===== config.mk =====
export PLATFORM = sky130hd
export DESIGN_NAME = signed_divider
export DESIGN_NICKNAME = d
export VERILOG_FILES = /design/src/rtl/div_pkg.sv /design/src/rtl/signed_divider_ctrl.sv /design/src/rtl/signed_divider.sv
export SDC_FILE = /design/constraint.sdc
export NUM_CORES = 1
export LEC_CHECK = 0
export BUFFER_PORTS_ARGS = -buffer_cell sky130_fd_sc_hd__buf_2
export CORE_AREA = 2 2 136 138
export DETAILED_ROUTE_END_ITERATION = 10
export DIE_AREA = 0 0 138 140
export GPL_TIMING_DRIVEN = 0
export PLACE_DENSITY_LB_ADDON = 0.3
export SLEW_MARGIN = 20
export SYNTH_ARGS = -nofsm -noshare
export SYNTH_HDL_FRONTEND = slang
export SYNTH_SLANG_ARGS = --single-unit
export TNS_END_PERCENT = 100

===== constraint.sdc =====
create_clock -name clk -period 11.6 [get_ports clk]
set_input_delay 0 -clock clk [delete_from_list [all_inputs] [get_ports clk]]
set_output_delay 0 -clock clk [all_outputs]
set_load 0.02 [all_outputs]

===== src/rtl/div_pkg.sv =====
// Shared types and constants for the sequential signed divider.
package div_pkg;

    localparam int DIV_WIDTH = 16;
    localparam int DIV_CNT_W = $clog2(DIV_WIDTH);

    typedef enum logic [1:0] {
        IDLE,
        CALC,
        DONE
    } div_state_e;

endpackage


===== src/rtl/signed_divider_ctrl.sv =====
// Divider control: IDLE/CALC/DONE sequencing plus the quotient-bit counter.
import div_pkg::*;

module signed_divider_ctrl #(
    parameter int WIDTH = DIV_WIDTH
) (
    input  logic clk,
    input  logic n_rst,
    input  logic src_valid,
    input  logic special,
    input  logic dest_ready,
    output logic load,
    output logic step,
    output logic finish,
    output logic src_ready,
    output logic dest_valid
);

    localparam int CW = $clog2(WIDTH);

    div_state_e    state_q, state_d;
    logic [CW-1:0] cnt_q, cnt_d;

    // State and counter registers; reset discards any in-flight division.
    always_ff @(posedge clk or negedge n_rst) begin
        if (!n_rst) begin
            state_q <= IDLE;
            cnt_q   <= '0;
        end else begin
            state_q <= state_d;
            cnt_q   <= cnt_d;
        end
    end

    // Next-state logic and datapath strobes.
    always_comb begin
        state_d = state_q;
        cnt_d   = cnt_q;
        load    = 1'b0;
        step    = 1'b0;
        finish  = 1'b0;
        case (state_q)
            IDLE: begin
                if (src_valid) begin
                    load    = 1'b1;
                    cnt_d   = '0;
                    // Zero divisor and MIN/-1 are resolved on the accept edge.
                    state_d = special ? DONE : CALC;
                end
            end
            CALC: begin
                step  = 1'b1;
                cnt_d = cnt_q + CW'(1);
                if (cnt_q == CW'(WIDTH - 1)) begin
                    finish  = 1'b1;
                    state_d = DONE;
                end
            end
            DONE: begin
                if (dest_ready) state_d = IDLE;
            end
            default: state_d = IDLE;
        endcase
    end

    // Handshake outputs are pure state decodes, so they come straight off flops.
    assign src_ready  = (state_q == IDLE);
    assign dest_valid = (state_q == DONE);

endmodule


===== src/rtl/signed_divider.sv =====
// Sequential two's-complement divider: restoring shift-subtract on magnitudes,
// one quotient bit per clock, sign fix-up on the final step.
import div_pkg::*;

module signed_divider #(
    parameter int WIDTH = DIV_WIDTH
) (
    input  logic             clk,
    input  logic             n_rst,
    input  logic             src_valid,
    output logic             src_ready,
    input  logic [WIDTH-1:0] dividend,
    input  logic [WIDTH-1:0] divisor,
    output logic             dest_valid,
    input  logic             dest_ready,
    output logic [WIDTH-1:0] quotient,
    output logic [WIDTH-1:0] remainder,
    output logic             div_by_zero
);

    logic load, step, finish;

    // Magnitudes are taken at WIDTH+1 bits so that |MIN| is representable.
    logic [WIDTH:0] dvd_ext, dsr_ext, dvd_abs, dsr_abs;
    logic           div0, ovf, special;

    assign dvd_ext = {dividend[WIDTH-1], dividend};
    assign dsr_ext = {divisor[WIDTH-1], divisor};
    assign dvd_abs = dvd_ext[WIDTH] ? -dvd_ext : dvd_ext;
    assign dsr_abs = dsr_ext[WIDTH] ? -dsr_ext : dsr_ext;
    assign div0    = (divisor == '0);
    assign ovf     = (dividend == {1'b1, {(WIDTH-1){1'b0}}}) && (divisor == '1);
    assign special = div0 | ovf;

    signed_divider_ctrl #(.WIDTH(WIDTH)) u_ctrl (
        .clk        (clk),
        .n_rst      (n_rst),
        .src_valid  (src_valid),
        .special    (special),
        .dest_ready (dest_ready),
        .load       (load),
        .step       (step),
        .finish     (finish),
        .src_ready  (src_ready),
        .dest_valid (dest_valid)
    );

    logic [WIDTH:0]   rem_q, rem_d, dsr_q, shifted;
    logic [WIDTH-1:0] dvd_q, dvd_d;
    logic [WIDTH+1:0] trial;
    logic             qbit, neg_quot_q, neg_rem_q;
    logic [WIDTH-1:0] quot_q, rmd_q;
    logic             dbz_q;

    // One restoring step: shift {rem,dvd} left, keep the subtraction if it did not borrow.
    // Quotient bits shift into the vacated low end of the dividend register.
    always_comb begin
        shifted = {rem_q[WIDTH-1:0], dvd_q[WIDTH-1]};
        trial   = {1'b0, shifted} - {1'b0, dsr_q};
        qbit    = ~trial[WIDTH+1];
        rem_d   = qbit ? trial[WIDTH:0] : shifted;
        dvd_d   = {dvd_q[WIDTH-2:0], qbit};
    end

    // Working datapath: capture magnitudes and signs on accept, iterate during CALC.
    always_ff @(posedge clk or negedge n_rst) begin
        if (!n_rst) begin
            rem_q      <= '0;
            dvd_q      <= '0;
            dsr_q      <= '0;
            neg_quot_q <= 1'b0;
            neg_rem_q  <= 1'b0;
        end else if (load) begin
            rem_q      <= '0;
            dvd_q      <= dvd_abs[WIDTH-1:0];
            dsr_q      <= dsr_abs;
            neg_quot_q <= dividend[WIDTH-1] ^ divisor[WIDTH-1];
            neg_rem_q  <= dividend[WIDTH-1];
        end else if (step) begin
            rem_q <= rem_d;
            dvd_q <= dvd_d;
        end
    end

    // Result registers: special cases land on accept, normal results on the last step.
    // Remainder magnitude is below |divisor| <= 2^(WIDTH-1), so WIDTH bits suffice.
    always_ff @(posedge clk or negedge n_rst) begin
        if (!n_rst) begin
            quot_q <= '0;
            rmd_q  <= '0;
            dbz_q  <= 1'b0;
        end else if (load) begin
            dbz_q <= div0;
            if (div0) begin
                quot_q <= '1;
                rmd_q  <= dividend;
            end else if (ovf) begin
                quot_q <= {1'b1, {(WIDTH-1){1'b0}}};
                rmd_q  <= '0;
            end
        end else if (finish) begin
            quot_q <= neg_quot_q ? -dvd_d : dvd_d;
            rmd_q  <= neg_rem_q ? -rem_d[WIDTH-1:0] : rem_d[WIDTH-1:0];
        end
    end

    assign quotient    = quot_q;
    assign remainder   = rmd_q;
    assign div_by_zero = dbz_q;

endmodule


==> out/results.tsv <==
metric	value	unit
status	complete, no violations	
Mapped Nets	787	
via count	5839	
period utilisation layout	40.4	%
FFs w/ async S/R, synth	100	%
Worst Hold Class	in -> reg	
Layout Cells excl Fill	1053	
Starting Density	34.8	%
Seq/Total Area, Yosys	36.4	%
Synth warnings	0	
num ports	71	
Post-Synth XOR/XNOR Area	9.34	%
design area	0.00726	sq mm
adder-cell share of the synthesized area	4.97	%
EDFF count, synth	0	
Post-CTS Setup Bufs	0	
Ant. Diodes	0	
routability congestion estimate	0.865	
vias per cell	5.55	
critical-path maximum fanout	10	
placed insts	1025	
vias in the first global route	5570	
Slew Viols, Final	0	
Setup crit end kind	flop	
initial antenna violation count	0	
CP startpoint kind	flop	
row count	49	
CTS H-tree lvls	3	
Synth Area in Compound Gates	24.8	%
layout overhead on the synthesized area	17.3	%
Post-DRT Antenna Nets	0	
worst-margin pin slew	1.27	ns
Synth area leaders	dfrtp_1, o21ai_0, nand2_1	
synthesis-stage register bit count	90	
WS Path Type	reg -> reg	
Clock Skews	0.0104	ns
TritonCTS Buffers	9	
CTS tree	done	
HPWL after DPL	14500	microns
Mapped Cells	727	
max_cap viols	0	
DRC	0	
largest family of logic cells by synthesized area	compound AO/OA/AOI/OAI gates	
fin nets	879	
Reg2Reg Depth	14	
Avg Cell Area, Syn	8.51	sq um
RSZ-0062 raised after global routing	false	
Placed Area	0.00685	sq mm
final hold vios	0	
commonest non-fill, non-tap cell in the layout	nand2_1	
Die Y-Extent	140	microns
GRT Total Usage	20.2	%
Pre-antenna DRT Iters	5	
Lkg Pwr	3.17	nW
first-pass GRT wire length	31000	microns
min cycle time layout	4.68	ns
clk_lat worst skew	0.36	ns
area of the core	0.0178	sq mm
pin count of the biggest net entering global routing	48	
share of cells above drive strength 1	12.9	%
clk sinks	90	
CP Launch Point	rem_q[11]	
Clock Tree Buf Depth	2	
post-synthesis cell type count	73	
pwr dens	331	mW/mm^2
critical path arrival	4.94	ns
most frequent cells in the layout	nand2_1, o21ai_0, dfrtp_1	
fmax	213	MHz
Final setup viols	0	
number of port buffers	68	
GRT overflow	0	
area leader, netlist	dfrtp_1	
Simple-Gate Fraction of Synth Area	18.4	%
DRT iter0 DRCs	522	
Setup TNS	0	ns
DR WL/cell	18.1	microns
die area	0.0193	sq mm
Post-Syn Area	0.00619	sq mm
WP data required	11.86	ns
reg2reg start	rem_q[11]	
reg2reg end	remainder[14]	
mux share of post-synthesis cell area	1.94	%
worst setup path end	remainder[14]	
Slew headroom	14.9	%
Peak VDD IR	126	uV
Die X	138	microns
top-area cell type share of the netlist area	36.4	%
root buffer cell	clkbuf_16	
Synth Flop Type	dfrtp_1	
CTS clk-pin slew, worst paths	0.07	ns
DRT Wirelength	19100	microns
R2R Setup Slk	6.92	ns
## registers in the layout, indices dropped and copies added, names as in the netlist
signal / count
div_by_zero: 1
dsr_q: 17
dvd_q: 16
neg_quot_q: 1
neg_rem_q: 1
quotient: 16
rem_q: 16
remainder: 16
u_ctrl.cnt_q: 4
u_ctrl.state_q: 2
## where the power goes
group          internal [W]  switching [W]  total [W]
Sequential         0.000445       0.000113   0.000558
Clock              0.000148       0.000141   0.000289
Combinational      0.000572       0.000981    0.00155
Total               0.00117        0.00123    0.00240
## cell usage after synthesis (2+ instances only)
master / number
a22o_1: 4
o41ai_1: 5
a21o_1: 6
nor4_2: 4
and4_1: 2
or4_1: 5
o21bai_1: 2
mux2i_1: 12
xnor2_1: 36
buf_2: 2
o21a_1: 3
xor2_1: 30
nand3_1: 12
nand4_1: 8
nand3b_1: 3
nand2_1: 113
a211o_1: 2
o31ai_1: 14
a211oi_1: 5
or3_1: 8
inv_1: 29
nand2b_1: 11
dfrtp_1: 90
nor2_1: 30
nor2b_1: 6
and2_1: 3
o21ai_0: 98
clkbuf_1: 29
a31oi_1: 4
and3_1: 3
o31a_1: 2
or2_2: 2
o211ai_1: 4
buf_1: 3
a22oi_1: 17
o22a_1: 2
o31ai_2: 2
ha_1: 23
nor3_1: 7
a21boi_0: 2
a21oi_1: 38
o21ai_1: 11
nor4_1: 5
## worst min path at each step
stage / depth (start not counted) / to / slack [ns] / from
6_report: 3 / dsr_q[4] / 0.005 / divisor[4]
5_1_grt: 3 / remainder[10] / 0.01 / dividend[10]
4_1_cts: 3 / dsr_q[4] / 0.002 / divisor[4]
3_5_place_dp: 1 / remainder[3] / -0.03 / n_rst
3_3_place_gp: 3 / dsr_q[0] / 0.32 / divisor[0]
2_1_floorplan: 0 / div_by_zero / -0.30 / n_rst
## per-stage QoR
stage / worst slack (ns) / hold WS [ns] / total power (W) / utilization [%]
detailed placement: 7.01 / -0.0323 / 0.00209 / 38.5
CTS: 6.96 / 0.00160 / 0.00238 / 40.8
global route: 6.64 / 0.0147 / 0.00260 / 40.8
finish: 6.92 / 0.00491 / 0.00240 / 40.8
floorplan: 7.76 / -0.296 / 0.00165 / -
global placement: 6.99 / 0.320 / 0.00207 / 38.3
## what timing repair did
action                    4_1_cts  5_1_grt
hold buffers                   12        0
resized for setup               0        0
hold endpoints to repair      101        0
## layout make-up
cell class	instances	area, sq um
Fill cell	1848	10500
Tap cell	229	287
Timing Repair Buffer	81	494
Multi-Input combinational cell	572	3690
Buffer	35	141
Clock buffer	10	229
Inverter	30	115
Sequential cell	90	2250
Clock inverter	6	50.0
## cell families (layout without fill, tap and decap cells)
logic type / after synthesis / in the layout
AO/OA/AOI/OAI: 239 / 239
AND/OR/NAND/NOR: 231 / 231
flip-flops: 90 / 90
XOR/XNOR: 66 / 66
buffers and inverters: 65 / 162
adder cells (fa/ha/maj): 24 / 24
multiplexers: 12 / 12
## layer usage
layer / wire (microns) / vias up / global-route usage [%]
li1: - / 2807 / -
met3: 1440 / 29 / 4.14
met1: 9120 / 2803 / 29.9
met2: 8090 / 200 / 29.2
met5: 0 / - / 0
met4: 399 / 0 / 7.30
## worst max-delay path, stage by stage (launching register included)
cell and delay [ns]:
dfrtp_1 0.47, ha_1 0.42, a21o_1 0.24, o21bai_1 0.21
a221oi_4 0.44, nand3_4 0.22, buf_1 0.33, clkbuf_1 0.37
o21ai_0 0.42, ha_1 0.25, inv_1 0.08, o31a_4 0.40
o41ai_4 0.30, xnor2_1 0.13, a221oi_2 0.28
(Power assumes the default switching activity.)
